--- src/rtl/ysnp_pkg.sv ---
// ysnp_pkg: shared types and constants for the lock datapath.
//   guard_state_t : attempt_guard FSM states (IDLE, OPEN, DENY, LOCKOUT)
//   ST_*          : 2-bit STATUS codes decoded by the display block
//   status_of()   : maps a guard state to its display code
package ysnp_pkg;

  typedef enum logic [1:0] {
    IDLE    = 2'b00,
    OPEN    = 2'b01,
    DENY    = 2'b10,
    LOCKOUT = 2'b11
  } guard_state_t;

  localparam logic [1:0] ST_BLANK = 2'b00;
  localparam logic [1:0] ST_OPEN  = 2'b01;
  localparam logic [1:0] ST_NOPE  = 2'b10;
  localparam logic [1:0] ST_LOCK  = 2'b11;

  function automatic logic [1:0] status_of(input guard_state_t s);
    case (s)
      OPEN:    status_of = ST_OPEN;
      DENY:    status_of = ST_NOPE;
      LOCKOUT: status_of = ST_LOCK;
      default: status_of = ST_BLANK;
    endcase
  endfunction

endpackage

--- src/rtl/hold_timer.sv ---
// hold_timer: loadable down-counter used for both the unlock window and the
// lockout hold (only one of them is ever active).
//   CLK, RST_N : clock, asynchronous active-low reset
//   load       : load load_val this cycle (takes priority over run)
//   load_val   : value to load
//   run        : decrement by one per cycle; saturates at zero
//   count      : current counter value
//   zero       : count == 0
module hold_timer #(
  parameter int unsigned W = 4
) (
  input  logic         CLK,
  input  logic         RST_N,
  input  logic         load,
  input  logic [W-1:0] load_val,
  input  logic         run,
  output logic [W-1:0] count,
  output logic         zero
);

  logic [W-1:0] count_q;

  always_ff @(posedge CLK or negedge RST_N) begin
    if (!RST_N) begin
      count_q <= '0;
    end else if (load) begin
      count_q <= load_val;
    end else if (run && (count_q != '0)) begin
      count_q <= count_q - 1'b1;
    end
  end

  assign count = count_q;
  assign zero  = (count_q == '0);

endmodule

--- src/rtl/attempt_guard.sv ---
// attempt_guard: consumes the password-compare result at the end of each
// entry sequence; grants a timed unlock window on a match, counts
// consecutive failures otherwise, and enforces a timed lockout after
// MAX_FAILS consecutive failures.
//   CLK, RST_N  : divided system clock, asynchronous active-low reset
//   CHECK       : one-cycle strobe, entry sequence complete
//   MATCH       : compare result, sampled only with CHECK
//   CREATE      : password-create mode, masks CHECK
//   UNLOCK      : high in the unlock window
//   LOCKED      : high during lockout
//   FAILS       : consecutive-failure count
//   STATUS      : display code (blank/OPEN/NOPE/LOCK)
//   state_dbg_o : current FSM state, for observation
//   tmr_dbg_o   : current hold-timer value, for observation
//
// Strobe semantics: CHECK has no ready/back-pressure. A cycle with CHECK=1
// and CREATE=0 is a valid check; it is consumed in that same cycle when the
// FSM is in IDLE or DENY and silently dropped in OPEN or LOCKOUT. Results
// appear on the outputs one CLK edge later.
module attempt_guard
  import ysnp_pkg::*;
#(
  parameter int unsigned MAX_FAILS   = 3,
  parameter int unsigned OPEN_CYCLES = 200,
  parameter int unsigned LOCK_CYCLES = 1000,
  parameter int unsigned TMR_W =
    $clog2(((OPEN_CYCLES > LOCK_CYCLES) ? OPEN_CYCLES : LOCK_CYCLES) + 1)
) (
  input  logic             CLK,
  input  logic             RST_N,
  input  logic             CHECK,
  input  logic             MATCH,
  input  logic             CREATE,
  output logic             UNLOCK,
  output logic             LOCKED,
  output logic [2:0]       FAILS,
  output logic [1:0]       STATUS,
  output guard_state_t     state_dbg_o,
  output logic [TMR_W-1:0] tmr_dbg_o
);

  guard_state_t     state_q, state_d;
  logic [2:0]       fails_q, fails_d;
  logic             unlock_q, locked_q;
  logic [1:0]       status_q;

  logic             valid_check;
  logic             last_fail;
  logic             tmr_load;
  logic [TMR_W-1:0] tmr_val;
  logic             tmr_run;
  logic             tmr_zero;
  logic [TMR_W-1:0] tmr_count;

  assign valid_check = CHECK && !CREATE;
  // Widened by one bit so FAILS+1 is compared without wrap.
  assign last_fail   = (({1'b0, fails_q} + 4'd1) == 4'(MAX_FAILS));
  assign tmr_run     = (state_q == OPEN) || (state_q == LOCKOUT);

  always_comb begin
    state_d  = state_q;
    fails_d  = fails_q;
    tmr_load = 1'b0;
    tmr_val  = '0;
    case (state_q)
      IDLE, DENY: begin
        if (valid_check) begin
          if (MATCH) begin
            state_d  = OPEN;
            fails_d  = '0;
            tmr_load = 1'b1;
            tmr_val  = TMR_W'(OPEN_CYCLES - 1);
          end else if (last_fail) begin
            state_d  = LOCKOUT;
            fails_d  = '0;
            tmr_load = 1'b1;
            tmr_val  = TMR_W'(LOCK_CYCLES - 1);
          end else begin
            state_d = DENY;
            fails_d = fails_q + 3'd1;
          end
        end
      end
      OPEN, LOCKOUT: begin
        // Timer at zero marks the final cycle of the hold.
        if (tmr_zero) state_d = IDLE;
      end
      default: state_d = IDLE;
    endcase
  end

  // Outputs are decoded from the next state and registered alongside it,
  // which makes them a glitch-free Moore decode of state_q.
  always_ff @(posedge CLK or negedge RST_N) begin
    if (!RST_N) begin
      state_q  <= IDLE;
      fails_q  <= '0;
      unlock_q <= 1'b0;
      locked_q <= 1'b0;
      status_q <= ST_BLANK;
    end else begin
      state_q  <= state_d;
      fails_q  <= fails_d;
      unlock_q <= (state_d == OPEN);
      locked_q <= (state_d == LOCKOUT);
      status_q <= status_of(state_d);
    end
  end

  hold_timer #(.W(TMR_W)) u_hold_timer (
    .CLK      (CLK),
    .RST_N    (RST_N),
    .load     (tmr_load),
    .load_val (tmr_val),
    .run      (tmr_run),
    .count    (tmr_count),
    .zero     (tmr_zero)
  );

  assign UNLOCK      = unlock_q;
  assign LOCKED      = locked_q;
  assign FAILS       = fails_q;
  assign STATUS      = status_q;
  assign state_dbg_o = state_q;
  assign tmr_dbg_o   = tmr_count;

endmodule

--- config.mk ---
export PLATFORM = sky130hd
export DESIGN_NAME = attempt_guard
export DESIGN_NICKNAME = d
export VERILOG_FILES = /design/src/rtl/ysnp_pkg.sv /design/src/rtl/hold_timer.sv /design/src/rtl/attempt_guard.sv
export SDC_FILE = /design/constraint.sdc
export NUM_CORES = 1
export LEC_CHECK = 0
export CORE_UTILIZATION = 30
export CTS_BUF_LIST = sky130_fd_sc_hd__clkbuf_8
export DETAILED_ROUTE_END_ITERATION = 10
export GPL_TIMING_DRIVEN = 0
export SETUP_SLACK_MARGIN = 0.02
export SYNTH_ARGS = -nofsm -noshare
export SYNTH_HDL_FRONTEND = slang
export SYNTH_HIERARCHICAL = 1
export SYNTH_SLANG_ARGS = --single-unit
--- constraint.sdc ---
create_clock -name CLK -period 2.4 [get_ports CLK]
set_input_delay 0.48 -clock CLK [delete_from_list [all_inputs] [get_ports CLK]]
set_output_delay 0.48 -clock CLK [all_outputs]
set_load 0.005 [all_outputs]
== Yosys cells after proc, flatten, opt, wreduce, memory -nomap -nowiden ==
Index checks and enable logic that the tools add are counted.
Storage, ports and cells
  register bits after elaboration: 19
  input port bits: 5
  output and inout bits: 19
Cells by class
  multiplexer cells: 18
  reductions and logical operators: 11
  equal/unequal tests: 7
  add/sub/neg operators: 3
Operators by type and width (number)
  $mux 10: 6
  $logic_not 10->1: 1
  $reduce_bool 10->1: 1
  $sub 10x1->10 const B: 1
  $eq 2x2->1 const B: 4
  $mux 2: 3
  $mux 3: 2
  $pmux 2 s3: 1
  $mux 1: 5
  $add 3x1->4 const B: 1
  $eq 2x1->1 const B: 2
  $eq 4x2->1 const B: 1
  $pmux 2 s2: 1
  $reduce_or 2->1: 2
  $add 3x1->3 const B: 1
  $logic_and 1x1->1: 2
  $logic_not 2->1: 1
  $reduce_and 2->1: 1
  $reduce_bool 2->1: 1
  $logic_not 1->1: 1
  $logic_or 1x1->1: 1

== Longest topological paths before layout ==
  depth in word-level cells: 8
  mapped depth: 9

== Modules after synthesis ==
Netlist, hierarchy kept.
By module, submodules not included
  hold_timer: seq. area each 250.2 um^2, area an instance 621.8 um^2, cells each 67, times used 1
  attempt_guard: seq. area each 200.2 um^2, area an instance 455.4 um^2, cells each 45, times used 1

== Worst setup path before layout ==
No wires, ideal clock.
  kind: input to register
  start point: input CREATE
  end point: register u_hold_timer.count_q[0] (netlist: u_hold_timer/count[0])
  library setup time: 0.135 ns
  slack: 0.386 ns
  buffers on the path: 4
  data arrival time: 1.878 ns
  stages on the path: 7
  cell sequence: or3b_1 buf_2 buf_6 nor2_1 clkbuf_1 clkbuf_1 o21ai_0
Between the ends
  word-level cells in the longest chain between the ends: 5
  elaborated cells on any way between the ends: 8
  those cells by class: mux: 5; reduce/logical: 3
RTL lines
  from (decl): RTL line attempt_guard.sv:33  | input logic CREATE,
  $logic_not 1->1 *: RTL line attempt_guard.sv:55  | assign valid_check = CHECK && !CREATE;
  $logic_and 1x1->1 *: RTL line attempt_guard.sv:55
  $mux 1 *: RTL line attempt_guard.sv:67  | if (valid_check) begin
  $mux 1 *: RTL line attempt_guard.sv:65  | case (state_q)
  via tmr_load: RTL line attempt_guard.sv:49  | logic tmr_load;
  $mux 10 / $reduce_bool 2->1 (equally long branches)
  to (signal assigned): RTL line hold_timer.sv:27  | count_q <= load_val;
  to (signal assigned): RTL line hold_timer.sv:29  | count_q <= count_q - 1'b1;
  to (decl): RTL line hold_timer.sv:21  | logic [W-1:0] count_q;
Mark *: on every way through the listed nets, which the timed path passes. The rest lies on a longest branch.
A chain may end at the register's enable or synchronous reset.

== Final worst setup path ==
  start point: input CHECK
  end point: register u_hold_timer.count_q[9] (netlist: u_hold_timer/count[9])
Between the ends
  word-level cells in the longest chain between the ends: 4
  elaborated cells on any way between the ends: 7
  those cells by class: mux: 5; reduce/logical: 2
RTL lines
  from (decl): RTL line attempt_guard.sv:31  | input logic CHECK,
  $logic_and 1x1->1 *: RTL line attempt_guard.sv:55
  $mux 1 *: RTL line attempt_guard.sv:67
  $mux 1 *: RTL line attempt_guard.sv:65
  via tmr_load: RTL line attempt_guard.sv:49
  $mux 10 / $reduce_bool 2->1 (equally long branches)
Marked as above.

==> results_dict.tcl <==
set metrics [dict create \
    status "finished, final reports clean" \
    p_int_uw 881 \
    cp_slowest_cell "clkdlybuf4s50_1" \
    drv_cap 0 \
    gr-usage-all-layers_pct 13.5 \
    grt_overflow 0 \
    start_util_pct 31.8 \
    reg2reg_depth 8 \
    num_io_pins 24 \
    clock_skew_ns 0.00283 \
    min_from "state_dbg_o[1]" \
    wirelength_um 2320 \
    synth.avg_cell_area_sq_um 9.62 \
    reg2reg_to "u_hold_timer/count[5]" \
    power-per-cell-area_mw_per_mm2 960 \
    io_buffers 23 \
    critPathMaxStageDelay_ns 0.44 \
    row_count 21 \
    layout_common_cells "clkdlybuf4s50_1 (23), dfrtp_1 (18), nor2_1 (10)" \
    ant_nets 0 \
    multi_input_area_sq_um 566 \
    final.setup.tns_ns 0 \
    combPwrFrac_pct 44.7 \
    synth_area_sq_mm 0.00108 \
    hpwl_um 1700 \
    cts_made_buffers 3 \
    min_delay_worst_endpoint "UNLOCK" \
    cp_cell_sequence "clkdlybuf4s50_1 -> or3b_1 -> buf_2 -> buf_6 -> nor2_1 -> clkbuf_2 -> nor2_1 -> a221o_1" \
    firstDrtPassIters 4 \
    slew_violations 0 \
    p_clk_share_pct 15.4 \
    slew_headroom_pct 44.9 \
    startpoint_type "primary input" \
    crit_required_ns 2.54 \
    crit_top_cell "nor2_1" \
    syn_inst 112 \
    net-switching-power_uw 474 \
    layout_commonest_cell "clkdlybuf4s50_1" \
    grt_setup_unrepaired "no" \
    crit_arrival_ns 2.34 \
    swShare_pct 35.0 \
    clock_latency_ns 0.25 \
    die_w_um 61.9 \
    ff_latch_area_sq_um 450 \
    grt_pass1_vias 822 \
    hold_path.class "register to register" \
    worstMarginPinSlew_ns 0.824 \
    ys_types 45 \
    post-place-ws_ns -0.356 \
    setup_violations 0 \
    nets 149 \
    fin_ws_ns 0.197 \
    ys_seq_elements 18 \
    vdd_drop_max_uv 357 \
    hold_path_depth 1 \
    synth_edf_count 0 \
    drive_above_1_share_pct 12.9 \
    root_buffer "clkbuf_8" \
    n_antenna_cell 0 \
    path_max_fanout 10 \
    drtIter0Drc 29 \
    fin_crit_ns 2.20 \
    clk_path_buf_depth 2 \
    ctsHtreeMaxLevel 1 \
    clkTransAtPathRegs_ns 0.07 \
    synth_ff_type "dfrtp_1" \
    cts_setup_buffers 0 \
    hold_viol 0 \
    cp_top_family "buffers and inverters" \
    power.leakage_uw 0.000581 \
    antenna_found_initial 0 \
    ys_async_sr_fraction_pct 100 \
    fmax_mhz 454 \
    area_delta_synth_final_pct 31.1 \
    grt_pass1_wl_um 3780 \
    grt_max_degree 19 \
    min_period_over_period_pct 91.8 \
    path_buf_inv 4 \
    vias 926 \
    clock-sinks 18 \
    filler_cell_count 332 \
    avgRoutedWirePerCell_um 12.5 \
    core_sq_mm 0.00339 \
    cts_tree "done" \
    crit_type "primary input to register" \
    synth_seq_area_share_pct 41.8 \
    synth-warning-count 6 \
    routed_via_density 5.01 \
    gp_congestion 0.767 \
    drc_errors 0 \
    die_h_um 61.9 \
    die_area_sq_mm 0.00383 \
    end_kind "register" \
    reg2reg_setup_slack_ns 0.22 \
    r2r_start "FAILS[0]" \
    p_seq_share_pct 39.8 \
]
==> what timing repair did <==
| item | CTS | global route |
|---|---|---|
| resized for setup | 1 | 2 |
| hold buffers | 0 | 0 |
| pin swaps | 0 | 0 |
| setup endpoints to repair | 7 | 7 |
| endpoints found under the hold margin | 0 | 0 |
==> cell families after synthesis <==
family,Yosys count,synth area share (%)
buf+inv,14,6.04
mux,4,4.06
other cells,1,0.348
xor+xnor,3,2.44
simple gates,40,21.8
fa+ha+maj,3,3.48
flops,18,41.8
compound gates,29,20.0
==> power by group through the flow <==
| stage | Clock, uW | Sequential, uW | Combinational [uW] |
|---|---|---|---|
| 2_1_floorplan | 0 | 530 | 326 |
| 3_3_place_gp | 0 | 542 | 596 |
| 3_5_place_dp | 0 | 551 | 607 |
| 4_1_cts | 219 | 546 | 610 |
| 5_1_grt | 230 | 562 | 673 |
| 6_report | 209 | 540 | 606 |
==> cell type report <==
cell class                      count  area share, %
Clock buffer                        3           2.92
Sequential cell                    18           31.9
Tap cell                           46           4.07
Buffer                              6           2.66
Inverter                            8           2.13
Timing Repair Buffer               23           16.3
Multi-Input combinational cell     81           40.0
==> worst reg2reg max path, stage by stage, from the launching register on <==
cell,delay [ns]
dfrtp_1,0.44
inv_1,0.07
ha_1,0.23
nor3b_1,0.16
a311oi_2,0.45
nor2_1,0.10
clkbuf_2,0.22
clkbuf_2,0.23
a21o_1,0.19
==> flip-flops by register name (all words and copies together) (netlist names) <==
signal	count
u_hold_timer/count	10
FAILS	3
STATUS	2
LOCKED	1
UNLOCK	1
state_dbg_o	1
==> worst max path at each step <==
stage | start | end | slack [ns] | depth (start not counted)
final | CHECK | u_hold_timer/count[9] | 0.20 | 8
after global routing | FAILS[0] | u_hold_timer/count[7] | 0.07 | 9
after CTS | CHECK | u_hold_timer/count[3] | 0.07 | 8
after floorplan | CREATE | u_hold_timer/count[0] | 0.39 | 7
after detailed placement | CHECK | u_hold_timer/count[3] | -0.36 | 8
after global placement | CHECK | u_hold_timer/count[0] | -0.35 | 8
==> through the flow <==
step	utilization [%]	hold slack, ns	instance area [sq um]	power [uW]	std cells
after floorplan	-	0.184	1080	856	113
after global placement	40.4	0.535	1370	1140	182
after detailed placement	40.4	0.531	1370	1160	182
after CTS	41.6	0.544	1410	1370	185
after global routing	41.7	0.568	1410	1460	185
final	41.7	0.536	1410	1360	185
==> Yosys cell counts (2+ instances only) <==
cell type  instances  area share, %
o31a_1             2            1.6
mux2_2             3            3.1
clkbuf_1           3            1.0
o21ai_1            2           0.93
nand3b_1           2            1.4
or3_1              2            1.2
nor2_1            10            3.5
nand3_1            2           0.93
a21bo_2            2            1.9
nor3_1             3            1.4
nand4_1            2            1.2
nand2b_1           2            1.2
inv_1              8            2.8
o21ai_0            8            3.7
nand2_1            8            2.8
dfrtp_1           18             42
nor2b_1            2            1.2
ha_1               3            3.5
xor2_1             2            1.6
a21oi_1            3            1.4
==> routing by layer <==
metal	routed length, um	GRT usage [%]
met1	1110	17.3
met2	1100	22.4
met4	0	3.81
met3	106	3.73
met5	0	0
(Power assumes the default switching activity.)
